File: src/rtl/snitch_fp_dispatch_pkg.sv
// rtl/snitch_fp_dispatch_pkg.sv - shared types and helpers for the FP dispatch front-end
package snitch_fp_dispatch_pkg;

  localparam int unsigned MaxUnits        = 8;
  localparam int unsigned MaxUnitIdxWidth = 3;
  localparam int unsigned MaxIdWidth      = 16;

  // One issue-order record: which unit got the op and which id it must answer with.
  typedef struct packed {
    logic [MaxUnitIdxWidth-1:0] unit;
    logic [MaxIdWidth-1:0]      id;
  } order_entry_t;

  function automatic int unsigned unit_idx_width(input int unsigned n);
    return (n > 1) ? $clog2(n) : 1;
  endfunction

endpackage

File: src/rtl/snitch_fp_dispatch_if.sv
// rtl/snitch_fp_dispatch_if.sv - accelerator request/response port bundle
interface snitch_fp_dispatch_if #(
  parameter int unsigned FLEN    = 64,
  parameter int unsigned IdWidth = 5
);
  logic [IdWidth-1:0]  req_id;
  logic [31:0]         req_op;
  logic [3*FLEN-1:0]   req_args;
  logic                req_valid;
  logic                req_ready;
  logic [IdWidth-1:0]  resp_id;
  logic [FLEN-1:0]     resp_data;
  logic                resp_valid;
  logic                resp_ready;

  modport master (
    output req_id, req_op, req_args, req_valid, resp_ready,
    input  req_ready, resp_id, resp_data, resp_valid
  );

  modport slave (
    input  req_id, req_op, req_args, req_valid, resp_ready,
    output req_ready, resp_id, resp_data, resp_valid
  );
endinterface

File: src/rtl/snitch_fp_dispatch_fifo.sv
// rtl/snitch_fp_dispatch_fifo.sv - non-fall-through order FIFO with occupancy count
module snitch_fp_dispatch_fifo #(
  parameter int unsigned DataWidth = 8,
  parameter int unsigned Depth     = 4,
  localparam int unsigned PtrWidth = (Depth > 1) ? $clog2(Depth) : 1,
  localparam int unsigned CntWidth = $clog2(Depth) + 1
) (
  input  logic                 clk_i,
  input  logic                 rst_ni,
  input  logic                 push_i,
  input  logic [DataWidth-1:0] data_i,
  input  logic                 pop_i,
  output logic [DataWidth-1:0] data_o,
  output logic                 full_o,
  output logic                 empty_o,
  output logic [CntWidth-1:0]  usage_o
);
  logic [DataWidth-1:0] mem_q [Depth];
  logic [PtrWidth-1:0]  wr_q, rd_q;
  logic [CntWidth-1:0]  cnt_q;
  logic                 do_push, do_pop;

  assign full_o  = (cnt_q == CntWidth'(Depth));
  assign empty_o = (cnt_q == '0);
  assign usage_o = cnt_q;
  assign data_o  = mem_q[rd_q];
  assign do_push = push_i & ~full_o;
  assign do_pop  = pop_i & ~empty_o;

  // Depth is a power of two, so pointers wrap by natural overflow.
  always_ff @(posedge clk_i or negedge rst_ni) begin
    if (!rst_ni) begin
      wr_q  <= '0;
      rd_q  <= '0;
      cnt_q <= '0;
    end else begin
      if (do_push) wr_q <= wr_q + PtrWidth'(1);
      if (do_pop)  rd_q <= rd_q + PtrWidth'(1);
      case ({do_push, do_pop})
        2'b10:   cnt_q <= cnt_q + CntWidth'(1);
        2'b01:   cnt_q <= cnt_q - CntWidth'(1);
        default: cnt_q <= cnt_q;
      endcase
    end
  end

  always_ff @(posedge clk_i) begin
    if (do_push) mem_q[wr_q] <= data_i;
  end
endmodule

File: src/rtl/snitch_fp_dispatch.sv
// rtl/snitch_fp_dispatch.sv - round-robin dispatch to replicated FP units, in-order results
module snitch_fp_dispatch
  import snitch_fp_dispatch_pkg::*;
#(
  parameter int unsigned NumUnits = 2,
  parameter int unsigned Depth    = 4,
  parameter int unsigned FLEN     = 64,
  parameter int unsigned IdWidth  = 5,
  localparam int unsigned UnitIdxWidth = unit_idx_width(NumUnits),
  localparam int unsigned CntWidth     = $clog2(Depth) + 1
) (
  input  logic                     clk_i,
  input  logic                     rst_ni,
  snitch_fp_dispatch_if.slave      acc,
  output logic [31:0]              unit_req_op_o,
  output logic [3*FLEN-1:0]        unit_req_args_o,
  output logic [NumUnits-1:0]      unit_req_valid_o,
  input  logic [NumUnits-1:0]      unit_req_ready_i,
  input  logic [NumUnits*FLEN-1:0] unit_resp_data_i,
  input  logic [NumUnits-1:0]      unit_resp_valid_i,
  output logic [NumUnits-1:0]      unit_resp_ready_o,
  output logic [CntWidth-1:0]      outstanding_o,
  output logic                     issue_o,
  output logic                     stall_o
);
  logic [UnitIdxWidth-1:0] rr_q, sel, hu;
  logic [UnitIdxWidth:0]   cand, rr_nxt;
  logic                    any_ready, full, empty, push, pop;
  logic                    issue_q, stall_q;
  order_entry_t            push_entry, head;
  logic [CntWidth-1:0]     pend_q [NumUnits];

  // First ready unit at or after rr_q, wrapping modulo NumUnits.
  always_comb begin
    sel       = '0;
    any_ready = 1'b0;
    cand      = '0;
    for (int unsigned i = 0; i < NumUnits; i++) begin
      cand = {1'b0, rr_q} + (UnitIdxWidth+1)'(i);
      if (cand >= (UnitIdxWidth+1)'(NumUnits)) cand = cand - (UnitIdxWidth+1)'(NumUnits);
      if (!any_ready && unit_req_ready_i[cand[UnitIdxWidth-1:0]]) begin
        sel       = cand[UnitIdxWidth-1:0];
        any_ready = 1'b1;
      end
    end
    rr_nxt = {1'b0, sel} + (UnitIdxWidth+1)'(1);
    if (rr_nxt >= (UnitIdxWidth+1)'(NumUnits)) rr_nxt = '0;
  end

  assign acc.req_ready   = any_ready & ~full;
  assign push            = acc.req_valid & acc.req_ready;
  assign unit_req_op_o   = acc.req_op;
  assign unit_req_args_o = acc.req_args;

  always_comb begin
    unit_req_valid_o = '0;
    if (any_ready) unit_req_valid_o[sel] = acc.req_valid & ~full;
  end

  always_comb begin
    push_entry      = '0;
    push_entry.unit = MaxUnitIdxWidth'(sel);
    push_entry.id   = MaxIdWidth'(acc.req_id);
  end

  snitch_fp_dispatch_fifo #(
    .DataWidth ($bits(order_entry_t)),
    .Depth     (Depth)
  ) i_order_fifo (
    .clk_i   (clk_i),
    .rst_ni  (rst_ni),
    .push_i  (push),
    .data_i  (push_entry),
    .pop_i   (pop),
    .data_o  (head),
    .full_o  (full),
    .empty_o (empty),
    .usage_o (outstanding_o)
  );

  // Only the head unit may hand over its result; the rest are held back.
  assign hu             = head.unit[UnitIdxWidth-1:0];
  assign acc.resp_valid = ~empty & unit_resp_valid_i[hu];
  assign acc.resp_data  = unit_resp_data_i[hu*FLEN +: FLEN];
  assign acc.resp_id    = head.id[IdWidth-1:0];
  assign pop            = acc.resp_valid & acc.resp_ready;

  always_comb begin
    unit_resp_ready_o     = '0;
    unit_resp_ready_o[hu] = ~empty & acc.resp_ready;
  end

  always_ff @(posedge clk_i or negedge rst_ni) begin
    if (!rst_ni) begin
      rr_q    <= '0;
      issue_q <= 1'b0;
      stall_q <= 1'b0;
    end else begin
      if (push) rr_q <= rr_nxt[UnitIdxWidth-1:0];
      issue_q <= push;
      stall_q <= acc.req_valid & ~acc.req_ready;
    end
  end

  assign issue_o = issue_q;
  assign stall_o = stall_q;

  // Per-unit count of queued entries, used to flag results nobody asked for.
  always_ff @(posedge clk_i or negedge rst_ni) begin
    if (!rst_ni) begin
      for (int unsigned u = 0; u < NumUnits; u++) pend_q[u] <= '0;
    end else begin
      for (int unsigned u = 0; u < NumUnits; u++) begin
        pend_q[u] <= pend_q[u]
                   + CntWidth'(push && (sel == UnitIdxWidth'(u)))
                   - CntWidth'(pop && (hu == UnitIdxWidth'(u)));
      end
    end
  end

  for (genvar u = 0; u < NumUnits; u++) begin : g_orphan_chk
    assert property (@(posedge clk_i) disable iff (!rst_ni)
      unit_resp_valid_i[u] |-> (pend_q[u] != '0));
  end

  assert property (@(posedge clk_i) disable iff (!rst_ni)
    (acc.resp_valid && !acc.resp_ready) |=>
      (acc.resp_valid && $stable(acc.resp_id) && $stable(acc.resp_data)));
endmodule

File: src/flat_wrapper.sv
// flat-port wrapper written by rule: the top's interface ports become plain ports
module snitch_fp_dispatch_flat import snitch_fp_dispatch_pkg::*;
#(
  parameter int unsigned NumUnits = 2,
  parameter int unsigned Depth    = 4,
  parameter int unsigned FLEN     = 64,
  parameter int unsigned IdWidth  = 5,
  localparam int unsigned UnitIdxWidth = unit_idx_width(NumUnits),
  localparam int unsigned CntWidth     = $clog2(Depth) + 1
)
  (clk_i, rst_ni, unit_req_op_o, unit_req_args_o, unit_req_valid_o, unit_req_ready_i, unit_resp_data_i, unit_resp_valid_i, unit_resp_ready_o, outstanding_o, issue_o, stall_o, acc_req_id, acc_req_op, acc_req_args, acc_req_valid, acc_resp_ready, acc_req_ready, acc_resp_id, acc_resp_data, acc_resp_valid);
  snitch_fp_dispatch_if #(.FLEN(FLEN), .IdWidth(IdWidth)) acc_i ();
  input  logic clk_i;
  input  logic rst_ni;
  output logic [31:0] unit_req_op_o;
  output logic [3*FLEN-1:0] unit_req_args_o;
  output logic [NumUnits-1:0] unit_req_valid_o;
  input  logic [NumUnits-1:0] unit_req_ready_i;
  input  logic [NumUnits*FLEN-1:0] unit_resp_data_i;
  input  logic [NumUnits-1:0] unit_resp_valid_i;
  output logic [NumUnits-1:0] unit_resp_ready_o;
  output logic [CntWidth-1:0] outstanding_o;
  output logic issue_o;
  output logic stall_o;
  input wire logic [$bits(acc_i.req_id)-1:0] acc_req_id;
  input wire logic [$bits(acc_i.req_op)-1:0] acc_req_op;
  input wire logic [$bits(acc_i.req_args)-1:0] acc_req_args;
  input wire logic [$bits(acc_i.req_valid)-1:0] acc_req_valid;
  input wire logic [$bits(acc_i.resp_ready)-1:0] acc_resp_ready;
  output wire logic [$bits(acc_i.req_ready)-1:0] acc_req_ready;
  output wire logic [$bits(acc_i.resp_id)-1:0] acc_resp_id;
  output wire logic [$bits(acc_i.resp_data)-1:0] acc_resp_data;
  output wire logic [$bits(acc_i.resp_valid)-1:0] acc_resp_valid;
  assign acc_i.req_id = acc_req_id;
  assign acc_i.req_op = acc_req_op;
  assign acc_i.req_args = acc_req_args;
  assign acc_i.req_valid = acc_req_valid;
  assign acc_i.resp_ready = acc_resp_ready;
  assign acc_req_ready = acc_i.req_ready;
  assign acc_resp_id = acc_i.resp_id;
  assign acc_resp_data = acc_i.resp_data;
  assign acc_resp_valid = acc_i.resp_valid;
  snitch_fp_dispatch #(.NumUnits(NumUnits), .Depth(Depth), .FLEN(FLEN), .IdWidth(IdWidth)) u_core (.clk_i(clk_i), .rst_ni(rst_ni), .acc(acc_i), .unit_req_op_o(unit_req_op_o), .unit_req_args_o(unit_req_args_o), .unit_req_valid_o(unit_req_valid_o), .unit_req_ready_i(unit_req_ready_i), .unit_resp_data_i(unit_resp_data_i), .unit_resp_valid_i(unit_resp_valid_i), .unit_resp_ready_o(unit_resp_ready_o), .outstanding_o(outstanding_o), .issue_o(issue_o), .stall_o(stall_o));
endmodule
File: config.mk
export PLATFORM = sky130hd
export DESIGN_NAME = snitch_fp_dispatch_flat
export DESIGN_NICKNAME = d
export VERILOG_FILES = /design/src/rtl/snitch_fp_dispatch_pkg.sv /design/src/rtl/snitch_fp_dispatch_if.sv /design/src/rtl/snitch_fp_dispatch_fifo.sv /design/src/rtl/snitch_fp_dispatch.sv /design/src/flat_wrapper.sv
export SDC_FILE = /design/constraint.sdc
export NUM_CORES = 1
export LEC_CHECK = 0
export BUFFER_PORTS_ARGS = -buffer_cell sky130_fd_sc_hd__buf_2
export CAP_MARGIN = 15
export CORE_AREA = 2 2 258 260
export DETAILED_ROUTE_END_ITERATION = 8
export DIE_AREA = 0 0 260 262
export PLACE_DENSITY = 0.31
export SETUP_SLACK_MARGIN = 0.15
export SLEW_MARGIN = 5
export SYNTH_ARGS = -nofsm -noshare
export SYNTH_HDL_FRONTEND = slang
export SYNTH_SLANG_ARGS = --single-unit
export TNS_END_PERCENT = 5
File: constraint.sdc
create_clock -name clk_i -period 3.1 [get_ports clk_i]
set_input_delay 0.465 -clock clk_i [delete_from_list [all_inputs] [get_ports clk_i]]
set_output_delay 0.465 -clock clk_i [all_outputs]
set_load 0.01 [all_outputs]
==> flow_summary.yaml <==
run_status:
  outcome: "complete, no violations"
drt:
  wl_um: 16400
  ant_nets: 0
  wl_per_cell_um: 13.1
  via_count: 2565
  post-route-drc-count: 0
  drt_iter0_drc: 74
  drt_pass1_iterations: 4
  vias_per_cell: 2.05
placement:
  io_buffers: 220
  dpl-instance-area_mm2: 0.00450
  dpl.cell_count: 1242
  place_ws_ns: 0.512
  hpwl_um: 14300
  routabilityCongestion: 0.668
cts:
  postCtsSetupBuffers: 0
  postCtsHoldBufs: 0
  ctsLongestPathBuffers: 2
  cts.sink_count: 34
  cts_buffers: 5
  cts.root.buffer_cell: "clkbuf_16"
  cts_max_level: 2
  clk_latency_ns: 0.28
  post_cts_resized: 0
  cts.reportedPaths.clkPinSlew_ns: 0.06
  cts_tree: "yes"
final_layout:
  area_growth_pct: 15.7
  nFillCells: 7631
  drive_above_1_share: 0.785
  layout.nets: 756
  stdcell_area_mm2: 0.00467
  diodes: 0
  final_cells: 1250
grt:
  grt_util_all_layers: 0.0436
  grt_overflow: 0
  grt_antenna_before_repair: 5
  grt_pass1_vias: 2721
  grt_pass1_wl_um: 20300
  grt_max_degree: 43
timing:
  grt_setup_unrepaired: "no"
  fmax_mhz: 370
  skew_ns: 0.00330
  finalMaxSlewViolations: 0
  slew_headroom: 0.563
  worstMarginPinSlew_ns: 0.650
  period_share: 0.873
  hold_viol_final: 0
  setup_viol: 0
  timing.final.crit_period_ns: 2.71
  fin_ws_ns: 0.395
  tns_ns: 0
synth:
  ys_seq_elements: 34
  yosys_most_used_dff: "edfxtp_1"
  synthArstFlopShare: 0.294
  synth.distinct_cells: 27
  syn_inst: 388
  syn_avg_cell_area_um2: 10.4
  yosysSeqAreaShare: 0.240
  syn-num-nets: 759
  synth_edf_count: 24
  syn_area_mm2: 0.00404
  yosys_warnings: 0
floorplan:
  coreArea_mm2: 0.0653
  die-area_mm2: 0.0681
  rows: 94
  io_pins: 669
  die_w_um: 260
  die_h_um: 262
  start_util: 0.0619
power_and_ir_drop:
  powerDensity_mw_per_mm2: 691
  p_leak_uw: 0.00190
  ir_worst_vdd_mv: 0.317
setup_path:
  critPathMaxFanout: 24
  cpPeakStageDelay_ns: 0.53
  r2r_setup_slack_ns: 0.57
  worstSetupStartpointType: "register"
  arrival_ns: 2.24
  cp-end-kind: "primary output"
  slowest_stage: "dfrtp_1"
  crit_buf_inv: 2
  worst_ep_required_time_ns: 2.63
  critPathKind: "register to primary output"
  crit_family: "multiplexers"
  crit_chain: "mux2i_2 -> mux2i_4 -> buf_6 -> mux2_2 -> buf_2"
run:
  drv_cap: 0
hold_path:
  hp-class: "input port to async pin"
==> synthesized netlist by cell type (3+ instances only) <==
library cell,number,area (um2)
mux2i_1,4,40.0
mux2_4,27,405
nor2_1,9,33.8
xor2_1,3,26.3
buf_6,5,56.3
and2_1,5,31.3
buf_4,224,1680
dfrtp_1,10,250
edfxtp_1,24,721
mux4_2,5,113
mux2_2,37,417
inv_1,8,30.0
buf_2,4,20.0
ha_1,5,62.6
==> power by group <==
group	internal [uW]	switching [uW]	total (uW)
sequential	601	89.0	690
clock	378	189	567
combinational	1010	959	1970
total	1990	1240	3230
==> sequential cells by signal (all words and copies together) (netlist names) <==
| register | count |
|---|---|
| u_core.stall_o | 1 |
| u_core.rr_q | 1 |
| u_core.i_order_fifo.mem_q | 24 |
| u_core.i_order_fifo.rd_q | 2 |
| u_core.i_order_fifo.usage_o | 3 |
| u_core.issue_o | 1 |
| u_core.i_order_fifo.wr_q | 2 |
==> placed cells by master (no fill, tap or decap), drive strengths merged, types with 2 or more instances in the layout <==
master    count
a21oi         2
and2          5
buf         223
clkbuf        5
clkinvlp      2
dfrtp        10
edfxtp       24
ha            5
inv           8
mux2         64
mux2i         7
mux4          5
nand2         2
nor2          9
o21ai         2
xnor2         2
xor2          3
==> worst reg2reg max path, delay by kind of cell, from the launching register on <==
kind | cells | cell delay, ns
mux | 3 | 0.71
fa+ha+maj | 2 | 0.56
xor+xnor | 2 | 0.31
simple gates | 2 | 0.22
flops | 1 | 0.60
buf+inv | 1 | 0.06
==> final timing paths <==
kind,from,end,depth (start not counted)
max in group asynchronous,rst_ni,u_core.i_order_fifo.wr_q[1]$_DFFE_PN0P_,1
min reg2reg,u_core.rr_q$_DFFE_PN0P_,u_core.rr_q$_DFFE_PN0P_,2
min in group clk_i,acc_req_valid,u_core.stall_o$_DFF_PN0_,3
max,u_core.i_order_fifo.rd_q[1]$_DFFE_PN0P_,acc_resp_data[35],5
min,rst_ni,u_core.stall_o$_DFF_PN0_,1
max reg2reg,u_core.i_order_fifo.rd_q[1]$_DFFE_PN0P_,u_core.i_order_fifo.usage_o[2]$_DFFE_PN0P_,10
==> final cells by class <==
class / count / area (um2) / share of cell area
Timing Repair Buffer: 223 / 1140 / 0.244
Inverter: 9 / 33.8 / 0.00723
Clock inverter: 3 / 45.0 / 0.00964
Sequential cell: 34 / 971 / 0.208
Tap cell: 864 / 1080 / 0.231
Clock buffer: 5 / 125 / 0.0268
Multi-Input combinational cell: 112 / 1280 / 0.273
==> logic make-up (layout without fill, tap and decap cells) <==
family | count (synthesis) | after routing | synth area share
AO/OA/AOI/OAI | 6 | 6 | 0.00867
flip-flops | 34 | 34 | 0.240
adder cells (fa/ha/maj) | 6 | 6 | 0.0204
multiplexers | 76 | 76 | 0.254
buffers and inverters | 242 | 240 | 0.443
XOR/XNOR | 5 | 5 | 0.0108
AND/OR/NAND/NOR | 19 | 19 | 0.0226
==> per-layer routing <==
metal  GRT usage  wire length, um
met1      0.0434             5480
met4      0.0284              995
met3      0.0376             3300
met5           0               13
met2      0.0601             6630
==> metrics by stage <==
stage               hold slack (ns)  power, uW    util
floorplan                     0.169       2330       -
global placement              0.357       2730  0.0689
detailed placement            0.360       2730  0.0689
CTS                          0.0594       3310  0.0715
global route                 0.0604       3480  0.0716
finish                       0.0518       3230  0.0716
Power figures use the tool's default switching activity.
